===== src/rtl/inst_fetch.sv =====
// Instruction-fetch stage: owns the PC, drives the instruction ROM
// (combinational read, same-cycle data) and registers the fetched word
// into the IF/ID pipeline register. Handles stall, delay-slot branch
// redirect, exception flush and misaligned-fetch detection.
module inst_fetch #(
  parameter logic [31:0] RESET_PC  = 32'h0000_0000,
  parameter logic [31:0] FLUSH_NOP = 32'h0000_0000
) (
  input  logic        clk,
  input  logic        rst,
  // instruction ROM (slave) side
  output logic        rom_en,
  output logic [31:0] rom_addr,
  input  logic [31:0] rom_data,
  // pipeline control
  input  logic        stall,
  input  logic        flush,
  input  logic [31:0] flush_pc,
  input  logic        branch_taken,
  input  logic [31:0] branch_target,
  // IF/ID pipeline register
  output logic [31:0] id_inst,
  output logic [31:0] id_pc,
  output logic        id_valid,
  output logic        id_adel
);

  localparam logic CHIP_ENABLE  = 1'b1;
  localparam logic CHIP_DISABLE = 1'b0;

  logic [31:0] r_pc;
  logic        r_en;
  logic [31:0] r_id_inst;
  logic [31:0] r_id_pc;
  logic        r_id_valid;
  logic        r_id_adel;

  logic        w_aligned;
  logic [31:0] w_pc_next;

  assign w_aligned = (r_pc[1:0] == 2'b00);

  // ROM is only accessed for an enabled, word-aligned PC
  assign rom_addr = r_pc;
  assign rom_en   = (r_en == CHIP_ENABLE && w_aligned) ? CHIP_ENABLE : CHIP_DISABLE;

  // Next-PC selection: flush > stall > branch > sequential (wraps at 2^32)
  always_comb begin
    w_pc_next = r_pc + 32'd4;
    if (flush) begin
      w_pc_next = flush_pc;
    end else if (stall) begin
      w_pc_next = r_pc;
    end else if (branch_taken) begin
      w_pc_next = branch_target;
    end
  end

  // PC, fetch enable and IF/ID register update
  always_ff @(posedge clk) begin
    if (rst) begin
      r_pc       <= RESET_PC;
      r_en       <= CHIP_DISABLE;
      r_id_inst  <= FLUSH_NOP;
      r_id_pc    <= 32'h0;
      r_id_valid <= 1'b0;
      r_id_adel  <= 1'b0;
    end else begin
      // fetching starts one edge after reset and stays on until next reset
      r_en <= CHIP_ENABLE;
      if (r_en == CHIP_ENABLE) begin
        r_pc <= w_pc_next;
      end

      if (flush || (!stall && r_en == CHIP_DISABLE)) begin
        // discarded fetch or startup bubble
        r_id_inst  <= FLUSH_NOP;
        r_id_pc    <= 32'h0;
        r_id_valid <= 1'b0;
        r_id_adel  <= 1'b0;
      end else if (!stall) begin
        if (!w_aligned) begin
          // misaligned fetch: no ROM access, report address error
          r_id_inst  <= FLUSH_NOP;
          r_id_pc    <= r_pc;
          r_id_valid <= 1'b1;
          r_id_adel  <= 1'b1;
        end else begin
          r_id_inst  <= rom_data;
          r_id_pc    <= r_pc;
          r_id_valid <= 1'b1;
          r_id_adel  <= 1'b0;
        end
      end
    end
  end

  assign id_inst  = r_id_inst;
  assign id_pc    = r_id_pc;
  assign id_valid = r_id_valid;
  assign id_adel  = r_id_adel;

endmodule

===== config.mk =====
export PLATFORM = sky130hd
export DESIGN_NAME = inst_fetch
export DESIGN_NICKNAME = d
export VERILOG_FILES = /design/src/rtl/inst_fetch.sv
export SDC_FILE = /design/constraint.sdc
export NUM_CORES = 1
export LEC_CHECK = 0
export CAP_MARGIN = 30
export CORE_ASPECT_RATIO = 0.8
export CORE_MARGIN = 1.5
export CORE_UTILIZATION = 30
export DETAILED_ROUTE_END_ITERATION = 8
export SYNTH_ARGS = -nofsm -noshare
export SYNTH_HDL_FRONTEND = slang
export SYNTH_SLANG_ARGS = --single-unit
export TNS_END_PERCENT = 5

===== constraint.sdc =====
create_clock -name clk -period 1.65 [get_ports clk]
set_input_delay 0.165 -clock clk [delete_from_list [all_inputs] [get_ports clk]]
set_output_delay 0.165 -clock clk [all_outputs]
set_load 0.005 [all_outputs]

==> reports/results.tsv <==
stage	metric	value	unit
critical_path	crit_path_end_kind	flip-flop	
worst_hold_path	hp-class	in -> reg	
critical_path	crit_path_cell_trace	nand3_1 > nor4_4 > buf_6 > inv_1 > o311ai_1 > o31ai_1	
timing	final-hold-violation-count	0	
synth	ys_ff_latch	99	
clocking	clkLatencyLatePin	0.34	ns
grt	track_usage	20.67	%
timing	period_share	99.25	%
timing	rsz0062_at_grt	yes	
die	start_util	30.65	%
synth	syn-instance-count	525	
detailed_routing	wire_per_inst	17.08	um
synth	synth-seq-area-share	43.21	%
die	num_rows	40	
timing	drv_slew	0	
detailed_routing	drc_errors	0	
run_status	status	finished, final reports clean	
critical_path	crit_required	1.87	ns
clocking	clock_sinks	99	
critical_path	crit_path_start_kind	flip-flop	
critical_path	r2r-end	rom_addr[17]	
run	max_cap_viol_count	0	
die	dieArea	0.01604	mm^2
synth	synth_area_leader_cell	dfxtp_1	
place	dp_cells	959	
critical_path	critPathMaxFanout	8	
layout	diodes	0	
place	gp_congestion	0.8967	
grt	top_usage_layer	met2	
clocking	clkTransAtPathRegs	0.07	ns
synth	ys.flop_type	dfxtp_1	
clocking	cts_tree	done	
synth	syn_nets	627	
critical_path	startpoint	rom_addr[10]	
die	ios	200	
detailed_routing	first_iter_violations	473	
synth	synth_edf_count	0	
clocking	root_buffer	clkbuf_16	
grt	grt_overflow	0	
clocking	h-tree-depth	3	
grt	antenna_found_initial	0	
worst_hold_path	hp-start	stall	
detailed_routing	first_pass_iters	7	
timing	fin_worst_skew	0.009511	ns
critical_path	r2r_cells	6	
layout	stdcell_count	985	
critical_path	cp_data_arrival_time	1.85	ns
detailed_routing	drtAntennaViolNets	0	
synth	ys_async_sr_fraction	0	%
grt	use_met1	27.12	%
critical_path	crit_type	reg -> reg	
synth	ys_top_cells_by_count	dfxtp_1 (99), nor2_1 (96), a22oi_1 (39)	
layout	layout.nets	893	
timing	fin_crit	1.638	ns
layout	final_layout_size_suffix_gt1_share	19.22	%
synth	ys_warn_count	0	
worst_hold_path	holdPathEnd	id_pc[31]	
die	die_w	141.2	um
place	port_buffers	199	
synth	synth.distinct_cells	62	
timing	hold_slack	0.3919	ns
timing	finalSetupTns	0	ns
pwr	leakage	0.003060	uW
grt	grt_use_met3	4.492	%
critical_path	r2r_start	rom_addr[10]	
grt	met2_usage	33.43	%
synth	synth_most_common_cell	dfxtp_1	
detailed_routing	routed_wl	16.83	mm
critical_path	crit_family	compound AO/OA/AOI/OAI gates	
detailed_routing	via_per_inst	5.241	
pwr	power.density	748.8	mW/mm^2
synth	netlist_area	0.004587	mm^2
clocking	cts_buffers	9	
critical_path	crit_path_max_incr_delay	0.40	ns
synth	post_synth_main_area_contributors	dfxtp_1 (43%), nor2_1 (7.9%), mux2i_1 (7.6%)	
layout	postLayoutCoreUtil	52.24	%
detailed_routing	via_count	5162	
grt	grt_pass1_vias	5000	
critical_path	cp_slowest_cell	dfxtp_1	
layout	n_fill_cell	1360	
critical_path	worst-path-buf-inv	2	
layout	syn_to_final_growth	70.43	%
timing	finalSetupViolations	0	
die	core-area	0.01496	mm^2
grt	grt_pass1_wl	26.14	mm
timing	relSlewSlack	73.30	%
die	die_h	113.6	um
synth	synth.avg_cell_area	8.737	um^2
clocking	cts_buffer_depth	2	
synth	synth_top_area_share	43.21	%
grt	grt_max_degree	47	
worst_hold_path	hold_depth	4	
critical_path	rrSetupSlack	0.01	ns
place	hpwl	12.67	mm
timing	tightest_slew	0.3987	ns
pwr	peakVddDrop	0.5549	mV
timing	fmax	0.6106	GHz
worst reg2reg max path, delay by kind of cell, from the launching register on:
family | cells | cell delay (ns)
flops | 1 | 0.40
simple gates | 2 | 0.43
compound gates | 2 | 0.45
buf+inv | 2 | 0.24
power by group:
group          total (uW)  switching [uW]  internal, uW  leakage [uW]
registers            2550            76.1          2470      0.000811
logic                1130             478           655       0.00210
clock network        2170             907          1260      0.000146
per-stage QoR:
stage | power, uW | setup slack, ns | cell area, um^2
after global routing | 6121 | -0.06155 | 7818
after CTS | 5918 | -0.02213 | 7725
after detailed placement | 3714 | -0.2421 | 7347
after global placement | 3702 | -0.2434 | 7347
after floorplan | 3022 | 0.0002457 | 4604
final | 5854 | 0.01234 | 7818
layout make-up:
type / count / area [um^2] / area share [%]
Inverter: 8 / 30.03 / 0.3841
Sequential cell: 99 / 2006 / 25.66
Tap cell: 189 / 236.5 / 3.025
Timing Repair Buffer: 295 / 2766 / 35.39
Clock buffer: 13 / 260.3 / 3.329
Clock inverter: 3 / 46.29 / 0.5922
Multi-Input combinational cell: 378 / 2472 / 31.63
kinds of logic after synthesis:
kind of cell / share of synthesized area, %
and+or+nand+nor: 21.22
AOI/OAI and AO/OA: 23.02
DFF: 43.21
buffers and inverters: 4.392
muxes: 7.883
adders and majority gates: 0.2727
sequential cells by signal (all words and copies together), names as in the netlist:
register and count:
r_en 1, id_adel 1, id_valid 1, id_pc 32, id_inst 32, rom_addr 32
how the worst max path moves through the flow:
stage,to,slack (ns),depth (start not counted)
floorplan,rom_addr[31],0.0002,6
global placement,rom_addr[19],-0.24,5
detailed placement,rom_addr[19],-0.24,5
CTS,rom_addr[28],-0.02,7
global route,rom_addr[16],-0.06,6
finish,rom_addr[17],0.01,6
routing by layer:
layer,vias to the layer above,share of wire (%),wire [um]
li1,2480,-,-
met4,0,2.9,483
met1,2426,45,7616
met2,223,46,7691
met3,33,6.1,1034
met5,-,0,0
cell usage in the layout, fill, tap and decap left out, types with 14 or more instances in the layout:
| cell type | n |
|---|---|
| a21oi_1 | 20 |
| a22oi_1 | 39 |
| buf_4 | 91 |
| clkdlybuf4s50_1 | 197 |
| dfxtp_1 | 84 |
| mux2i_1 | 35 |
| nand2_1 | 26 |
| nor2_1 | 96 |
| nor3_1 | 14 |
| o21ai_0 | 20 |
repair_timing:
item / CTS / global route
setup buffers: 4 / 6
pin swaps: 3 / 11
gates resized for setup: 12 / 14
endpoints found under the setup margin: 9 / 23
hold buffers: 0 / 0
(Power assumes the default switching activity.)
